--- src/rtl/wb_dual_queue_if.sv ---
`default_nettype none
// ============================================================================
//  Module      : wb_dual_queue_if
//  Description : Bundle between the two execute lanes / forwarding network
//                and the dual-issue writeback queue, including the two
//                register-file write ports driven by the queue.
//  Revision    : 1.0 - initial release
// ============================================================================
interface wb_dual_queue_if #(
    parameter int DEPTH = 4,
    parameter int XLEN  = 64
);
    localparam int c_CNT_W = $clog2(DEPTH) + 1;

    // Execute-lane results (lane 1 is the older instruction)
    logic               in1_valid;
    logic [4:0]         in1_rd;
    logic [XLEN-1:0]    in1_data;
    logic               in2_valid;
    logic [4:0]         in2_rd;
    logic [XLEN-1:0]    in2_data;
    logic               in_ready;

    // Register-file write ports
    logic               Wen1;
    logic [4:0]         Rd_addr1;
    logic [XLEN-1:0]    write_data1;
    logic               Wen2;
    logic [4:0]         Rd_addr2;
    logic [XLEN-1:0]    write_data2;

    // Occupancy and forwarding lookup
    logic [c_CNT_W-1:0] count;
    logic [4:0]         fwd_rs_addr;
    logic               fwd_hit;
    logic [XLEN-1:0]    fwd_data;

    // Upstream side: produces results and forwarding lookups
    modport master (
        output in1_valid, in1_rd, in1_data,
        output in2_valid, in2_rd, in2_data,
        output fwd_rs_addr,
        input  in_ready,
        input  Wen1, Rd_addr1, write_data1,
        input  Wen2, Rd_addr2, write_data2,
        input  count, fwd_hit, fwd_data
    );

    // Queue side
    modport slave (
        input  in1_valid, in1_rd, in1_data,
        input  in2_valid, in2_rd, in2_data,
        input  fwd_rs_addr,
        output in_ready,
        output Wen1, Rd_addr1, write_data1,
        output Wen2, Rd_addr2, write_data2,
        output count, fwd_hit, fwd_data
    );
endinterface
`default_nettype wire

--- src/rtl/wb_dual_queue.sv ---
`default_nettype none
// ============================================================================
//  Module      : wb_dual_queue
//  Description : Dual-issue writeback queue in front of the 2-write-port
//                register file. Buffers up to two results per cycle in
//                program order, drops x0 writes, drains up to two entries per
//                cycle and resolves same-destination pairs (younger wins).
//                Optional store-to-read forwarding search when the macro
//                WB_FWD_EN is defined; otherwise fwd_hit/fwd_data are tied 0.
//  Revision    : 1.0 - initial release
// ============================================================================
module wb_dual_queue #(
    parameter int DEPTH = 4,
    parameter int XLEN  = 64
) (
    input  logic            clk,
    input  logic            rst_n,
    wb_dual_queue_if.slave  bus
);
    localparam int c_PTR_W = $clog2(DEPTH);
    localparam int c_CNT_W = c_PTR_W + 1;
    // Accept only when at least two free slots remain
    localparam logic [c_CNT_W-1:0] c_READY_MAX = c_CNT_W'(DEPTH - 2);

    // Entry storage
    logic [4:0]         r_rd   [DEPTH];
    logic [XLEN-1:0]    r_data [DEPTH];

    logic [c_PTR_W-1:0] r_head;
    logic [c_PTR_W-1:0] r_tail;
    logic [c_CNT_W-1:0] r_count;

    // Registered write ports
    logic               r_wen1;
    logic [4:0]         r_rd1;
    logic [XLEN-1:0]    r_data1;
    logic               r_wen2;
    logic [4:0]         r_rd2;
    logic [XLEN-1:0]    r_data2;

    logic               w_ready;
    logic               w_acc1;
    logic               w_acc2;
    logic [c_PTR_W-1:0] w_slot2;
    logic [c_CNT_W-1:0] w_enq;
    logic               w_pop1;
    logic               w_pop2;
    logic [c_CNT_W-1:0] w_pop;
    logic [c_PTR_W-1:0] w_head1;
    logic               w_collide;
    logic               w_port1_en;
    logic               w_fwd_hit;
    logic [XLEN-1:0]    w_fwd_data;

    // Readiness uses only registered occupancy; a same-cycle drain earns no credit
    assign w_ready = rst_n & (r_count <= c_READY_MAX);

    // x0 results are dropped and never occupy a slot
    assign w_acc1  = w_ready & bus.in1_valid & (bus.in1_rd != 5'd0);
    assign w_acc2  = w_ready & bus.in2_valid & (bus.in2_rd != 5'd0);
    // Lane 2 lands right behind lane 1, or at the tail if lane 1 was dropped
    assign w_slot2 = w_acc1 ? r_tail + c_PTR_W'(1) : r_tail;
    assign w_enq   = c_CNT_W'(w_acc1) + c_CNT_W'(w_acc2);

    // Drain up to two entries every cycle
    assign w_pop1    = (r_count != '0);
    assign w_pop2    = (r_count >= c_CNT_W'(2));
    assign w_pop     = c_CNT_W'(w_pop1) + c_CNT_W'(w_pop2);
    assign w_head1   = r_head + c_PTR_W'(1);
    // Both entries target the same register: only the younger one writes
    assign w_collide = w_pop2 && (r_rd[r_head] == r_rd[w_head1]);
    assign w_port1_en = w_pop1 & ~w_collide;

    // Entry storage write; contents need no reset since occupancy gates use
    always_ff @(posedge clk) begin
        if (w_acc1) begin
            r_rd[r_tail]   <= bus.in1_rd;
            r_data[r_tail] <= bus.in1_data;
        end
        if (w_acc2) begin
            r_rd[w_slot2]   <= bus.in2_rd;
            r_data[w_slot2] <= bus.in2_data;
        end
    end

    // Pointer, occupancy and write-port registers
    always_ff @(posedge clk) begin
        if (!rst_n) begin
            r_head  <= '0;
            r_tail  <= '0;
            r_count <= '0;
            r_wen1  <= 1'b0;
            r_rd1   <= '0;
            r_data1 <= '0;
            r_wen2  <= 1'b0;
            r_rd2   <= '0;
            r_data2 <= '0;
        end else begin
            r_tail  <= r_tail + c_PTR_W'(w_enq);
            r_head  <= r_head + c_PTR_W'(w_pop);
            r_count <= r_count + w_enq - w_pop;
            r_wen1  <= w_port1_en;
            r_rd1   <= w_port1_en ? r_rd[r_head]   : 5'd0;
            r_data1 <= w_port1_en ? r_data[r_head] : '0;
            r_wen2  <= w_pop2;
            r_rd2   <= w_pop2 ? r_rd[w_head1]   : 5'd0;
            r_data2 <= w_pop2 ? r_data[w_head1] : '0;
        end
    end

`ifdef WB_FWD_EN
    // Search oldest to youngest so the last match (youngest) wins
    always_comb begin
        w_fwd_hit  = 1'b0;
        w_fwd_data = '0;
        for (int i = 0; i < DEPTH; i++) begin
            if ((c_CNT_W'(i) < r_count) && (bus.fwd_rs_addr != 5'd0) &&
                (r_rd[r_head + c_PTR_W'(i)] == bus.fwd_rs_addr)) begin
                w_fwd_hit  = 1'b1;
                w_fwd_data = r_data[r_head + c_PTR_W'(i)];
            end
        end
    end
`else
    logic w_fwd_unused;
    assign w_fwd_unused = ^bus.fwd_rs_addr;
    assign w_fwd_hit    = 1'b0;
    assign w_fwd_data   = '0;
`endif

    assign bus.in_ready    = w_ready;
    assign bus.Wen1        = r_wen1;
    assign bus.Rd_addr1    = r_rd1;
    assign bus.write_data1 = r_data1;
    assign bus.Wen2        = r_wen2;
    assign bus.Rd_addr2    = r_rd2;
    assign bus.write_data2 = r_data2;
    assign bus.count       = r_count;
    assign bus.fwd_hit     = w_fwd_hit;
    assign bus.fwd_data    = w_fwd_data;

endmodule
`default_nettype wire

--- src/flat_wrapper.sv ---
// flat-port wrapper written by rule: the top's interface ports become plain ports
module wb_dual_queue_flat 
#(
    parameter int DEPTH = 4,
    parameter int XLEN  = 64
)
  (clk, rst_n, bus_in1_valid, bus_in1_rd, bus_in1_data, bus_in2_valid, bus_in2_rd, bus_in2_data, bus_fwd_rs_addr, bus_in_ready, bus_Wen1, bus_Rd_addr1, bus_write_data1, bus_Wen2, bus_Rd_addr2, bus_write_data2, bus_count, bus_fwd_hit, bus_fwd_data);
  wb_dual_queue_if #(.DEPTH(DEPTH), .XLEN(XLEN)) bus_i ();
  input  logic clk;
  input  logic rst_n;
  input wire logic [$bits(bus_i.in1_valid)-1:0] bus_in1_valid;
  input wire logic [$bits(bus_i.in1_rd)-1:0] bus_in1_rd;
  input wire logic [$bits(bus_i.in1_data)-1:0] bus_in1_data;
  input wire logic [$bits(bus_i.in2_valid)-1:0] bus_in2_valid;
  input wire logic [$bits(bus_i.in2_rd)-1:0] bus_in2_rd;
  input wire logic [$bits(bus_i.in2_data)-1:0] bus_in2_data;
  input wire logic [$bits(bus_i.fwd_rs_addr)-1:0] bus_fwd_rs_addr;
  output wire logic [$bits(bus_i.in_ready)-1:0] bus_in_ready;
  output wire logic [$bits(bus_i.Wen1)-1:0] bus_Wen1;
  output wire logic [$bits(bus_i.Rd_addr1)-1:0] bus_Rd_addr1;
  output wire logic [$bits(bus_i.write_data1)-1:0] bus_write_data1;
  output wire logic [$bits(bus_i.Wen2)-1:0] bus_Wen2;
  output wire logic [$bits(bus_i.Rd_addr2)-1:0] bus_Rd_addr2;
  output wire logic [$bits(bus_i.write_data2)-1:0] bus_write_data2;
  output wire logic [$bits(bus_i.count)-1:0] bus_count;
  output wire logic [$bits(bus_i.fwd_hit)-1:0] bus_fwd_hit;
  output wire logic [$bits(bus_i.fwd_data)-1:0] bus_fwd_data;
  assign bus_i.in1_valid = bus_in1_valid;
  assign bus_i.in1_rd = bus_in1_rd;
  assign bus_i.in1_data = bus_in1_data;
  assign bus_i.in2_valid = bus_in2_valid;
  assign bus_i.in2_rd = bus_in2_rd;
  assign bus_i.in2_data = bus_in2_data;
  assign bus_i.fwd_rs_addr = bus_fwd_rs_addr;
  assign bus_in_ready = bus_i.in_ready;
  assign bus_Wen1 = bus_i.Wen1;
  assign bus_Rd_addr1 = bus_i.Rd_addr1;
  assign bus_write_data1 = bus_i.write_data1;
  assign bus_Wen2 = bus_i.Wen2;
  assign bus_Rd_addr2 = bus_i.Rd_addr2;
  assign bus_write_data2 = bus_i.write_data2;
  assign bus_count = bus_i.count;
  assign bus_fwd_hit = bus_i.fwd_hit;
  assign bus_fwd_data = bus_i.fwd_data;
  wb_dual_queue #(.DEPTH(DEPTH), .XLEN(XLEN)) u_core (.clk(clk), .rst_n(rst_n), .bus(bus_i));
endmodule
--- config.mk ---
export PLATFORM = sky130hd
export DESIGN_NAME = wb_dual_queue_flat
export DESIGN_NICKNAME = d
export VERILOG_FILES = /design/src/rtl/wb_dual_queue_if.sv /design/src/rtl/wb_dual_queue.sv /design/src/flat_wrapper.sv
export SDC_FILE = /design/constraint.sdc
export NUM_CORES = 1
export LEC_CHECK = 0
export ABC_CLOCK_PERIOD_IN_PS = 9200
export BUFFER_PORTS_ARGS = -buffer_cell sky130_fd_sc_hd__buf_2
export CORE_UTILIZATION = 51
export DETAILED_ROUTE_END_ITERATION = 10
export HOLD_SLACK_MARGIN = 0.08
export PLACE_DENSITY_LB_ADDON = 0.3
export SYNTH_ARGS = -nofsm -noshare
export SYNTH_HDL_FRONTEND = slang
export SYNTH_SLANG_ARGS = --single-unit
--- constraint.sdc ---
create_clock -name clk -period 9.2 [get_ports clk]
set_input_delay 2.76 -clock clk [delete_from_list [all_inputs] [get_ports clk]]
set_output_delay 2.76 -clock clk [all_outputs]
set_load 0.03 [all_outputs]
==> impl_metrics.ini <==
[drt]
ant_nets = 0
drtIter0Drc = 583
wire_per_inst_um = 19.7
drc_errors = 0
vias = 12800
finalWirelength_um = 46600
first_pass_iters = 5
avgViaCountPerCell = 5.41

[finish]
finalNetCount = 1955
drive_above_1_share_pct = 39.5
final_cells = 2363
syn_to_final_growth_pct = 15.4
final_area_sq_mm = 0.0231
postLayoutCoreUtil_pct = 59.7

[hold_path]
min_from = u_core.bus.count[2]
timing.hold.worst_endpoint = u_core.bus.count[2]
holdPathStages = 2
hold_path.class = reg2reg

[global_route]
antenna_found_initial = 14
grt_pass1_wl_um = 71600
first_global_vias = 12800
grt_max_degree = 104
grt_overflow = 0
gr-usage-all-layers_pct = 23.1

[critical_path]
crit_path_max_fanout = 6
setup.worst_path.class = in2out
worstRegToRegCells = 8
reg2reg_slack_ns = 4.47
r2r-end = u_core.bus.write_data1[56]
cp-end-kind = output pin
cp.arrival_ns = 3.56
required_ns = 6.44
r2r_start = u_core.r_head[0]
cp-start-kind = input port
critPathLaunch = rst_n

[placed_design]
placed_area_sq_mm = 0.0217
placedCellCount = 2268
gp_congestion = 0.812
pre_cts_slack_ns = 2.60
dp_hpwl_um = 27800
port_buffers = 285

[die]
die_h_um = 200
die_area_sq_mm = 0.0401
fp.coreArea_sq_mm = 0.0387
fp.dieW_um = 200
io_pins = 356
row_count = 72
start_util_pct = 51.7

[outcome]
status = finished clean

[sta]
timing.fmax_mhz = 158
fin_ws_ns = 2.88
worst_pin_slew_ns = 1.11
slew_violations = 0
grt_setup_unrepaired = no
setup_viol = 0
fin_skew_ns = 0.0182
slew_headroom_pct = 26.0
fin_setup_tns_ns = 0
fin_crit_sh_pct = 68.7
fin_hold_ws_ns = 0.575
hold_viol = 0
min_period_ns = 6.32

[clock_network]
cts-buffers-inserted = 45
cts_setup_buffers = 0
clock_latency_ns = 0.57
cts.path.max_buffers = 3
cts_resized = 0
cts_tree = yes
clkSinkCount = 423
h-tree-depth = 2
root_buffer = clkbuf_16
clk_pin_slew_ns = 0.06
hold_buffers = 0

[power_and_ir_drop]
vdd_drop_max_mv = 0.173
p_total_mw = 6.68
p_leak_nw = 8.99
p_per_area_mw_per_mm2 = 289

[synth]
avgSynthCellArea_sq_um = 12.9
yosysMostFrequentCell = mux2_2
yosys.cell_types.count = 53
yosys.area.top_type = edfxtp_1
netlist_instances = 1551
yosysSeqAreaShare_pct = 56.0
ys_ff_latch = 423
synth_warnings = 0
async_flop_share_pct = 0
synthTopCellsByArea = edfxtp_1 41%, mux2_2 18%, dfxtp_1 15%
synthTopCellsByCount = 323 x mux2_2, 276 x edfxtp_1, 220 x nor2_1, 147 x dfxtp_1, 140 x mux2i_1
synthFlopType = edfxtp_1
syn_area_sq_mm = 0.0200
yosys.area.top_type_share_pct = 41.4
synth_edf_count = 276

[run]
max-cap-violations = 0
## where the power goes
group          switching [mW]  internal, mW  total (mW)
logic                    1.48         0.807        2.29
clock network           0.735          1.03        1.77
registers               0.188          2.44        2.63
total                    2.41          4.28        6.68
## worst max-delay path by stage
stage	to	slack, ns	cells past startpoint
3_5_place_dp	u_core.r_data[0][17]	2.60	7
4_1_cts	bus_in_ready	2.89	4
5_1_grt	bus_in_ready	2.85	4
6_report	bus_in_ready	2.88	4
2_1_floorplan	u_core.r_data[0][0]	-0.47	6
3_3_place_gp	u_core.r_data[0][27]	2.64	7
## final cells by class
class	count	area (sq um)
multi-input cells	1002	8100
diodes	11	27.5
inverters	20	75.1
flip-flops and latches	423	11200
clock inverters	22	168
clock buffers	62	1280
fillers	3113	15600
repair buffers	305	1590
well taps	518	648
## cell families (layout without fill, tap and decap cells)
kind of cell / after synthesis / in the layout / synth area share (%)
muxes: 483 / 483 / 26.5
DFF: 423 / 423 / 56.0
and+or+nand+nor: 255 / 255 / 5.13
buffers and inverters: 190 / 409 / 5.32
AOI/OAI and AO/OA: 175 / 175 / 5.69
xor gates and xnor gates: 13 / 13 / 0.568
adders and majority gates: 11 / 11 / 0.762
other: 1 / 76 / 0.0187
## critical path, cell delays in order
cell,delay (ns)
buf_2,0.17
inv_2,0.09
a211oi_2,0.27
buf_2,0.26
## sequential cells by signal (all words and copies together) (netlist names)
| signal | count |
|---|---|
| u_core.bus.Rd_addr2 | 5 |
| u_core.r_head | 2 |
| u_core.bus.write_data2 | 64 |
| u_core.r_data | 256 |
| u_core.r_rd | 20 |
| u_core.bus.count | 3 |
| u_core.bus.Wen2 | 1 |
| u_core.bus.Rd_addr1 | 5 |
| u_core.bus.write_data1 | 64 |
| u_core.r_tail | 2 |
| u_core.bus.Wen1 | 1 |
## cell usage in the layout, fill, tap and decap left out, types with 4 or more instances in the layout
cell / Yosys / routed
nor2_1: 220 / 220
a21oi_1: 73 / 73
edfxtp_1: 276 / 276
dfxtp_1: 147 / 145
ha_1: 9 / 9
mux2_4: 10 / 10
clkinv_1: 0 / 7
conb_1: 1 / 65
xnor2_1: 7 / 7
mux2_1: 10 / 10
and2_1: 4 / 4
buf_2: 35 / 285
inv_1: 19 / 19
buf_4: 70 / 19
nand2_1: 10 / 8
o21ai_0: 5 / 5
a211oi_1: 71 / 71
clkinv_2: 0 / 8
mux2_2: 323 / 323
diode_2: 0 / 11
clkbuf_1: 51 / 10
xor2_1: 6 / 6
clkbuf_8: 0 / 5
clkbuf_16: 0 / 47
mux2i_1: 140 / 140
## per-layer routing
metal / up-vias / track usage [%] / wire length, um
li1: 6069 / - / -
met1: 6269 / 27.7 / 18800
met2: 365 / 40.4 / 23800
met3: 68 / 5.48 / 3010
met4: 10 / 8.19 / 934
met5: - / 0 / 71
(Power assumes the default switching activity.)
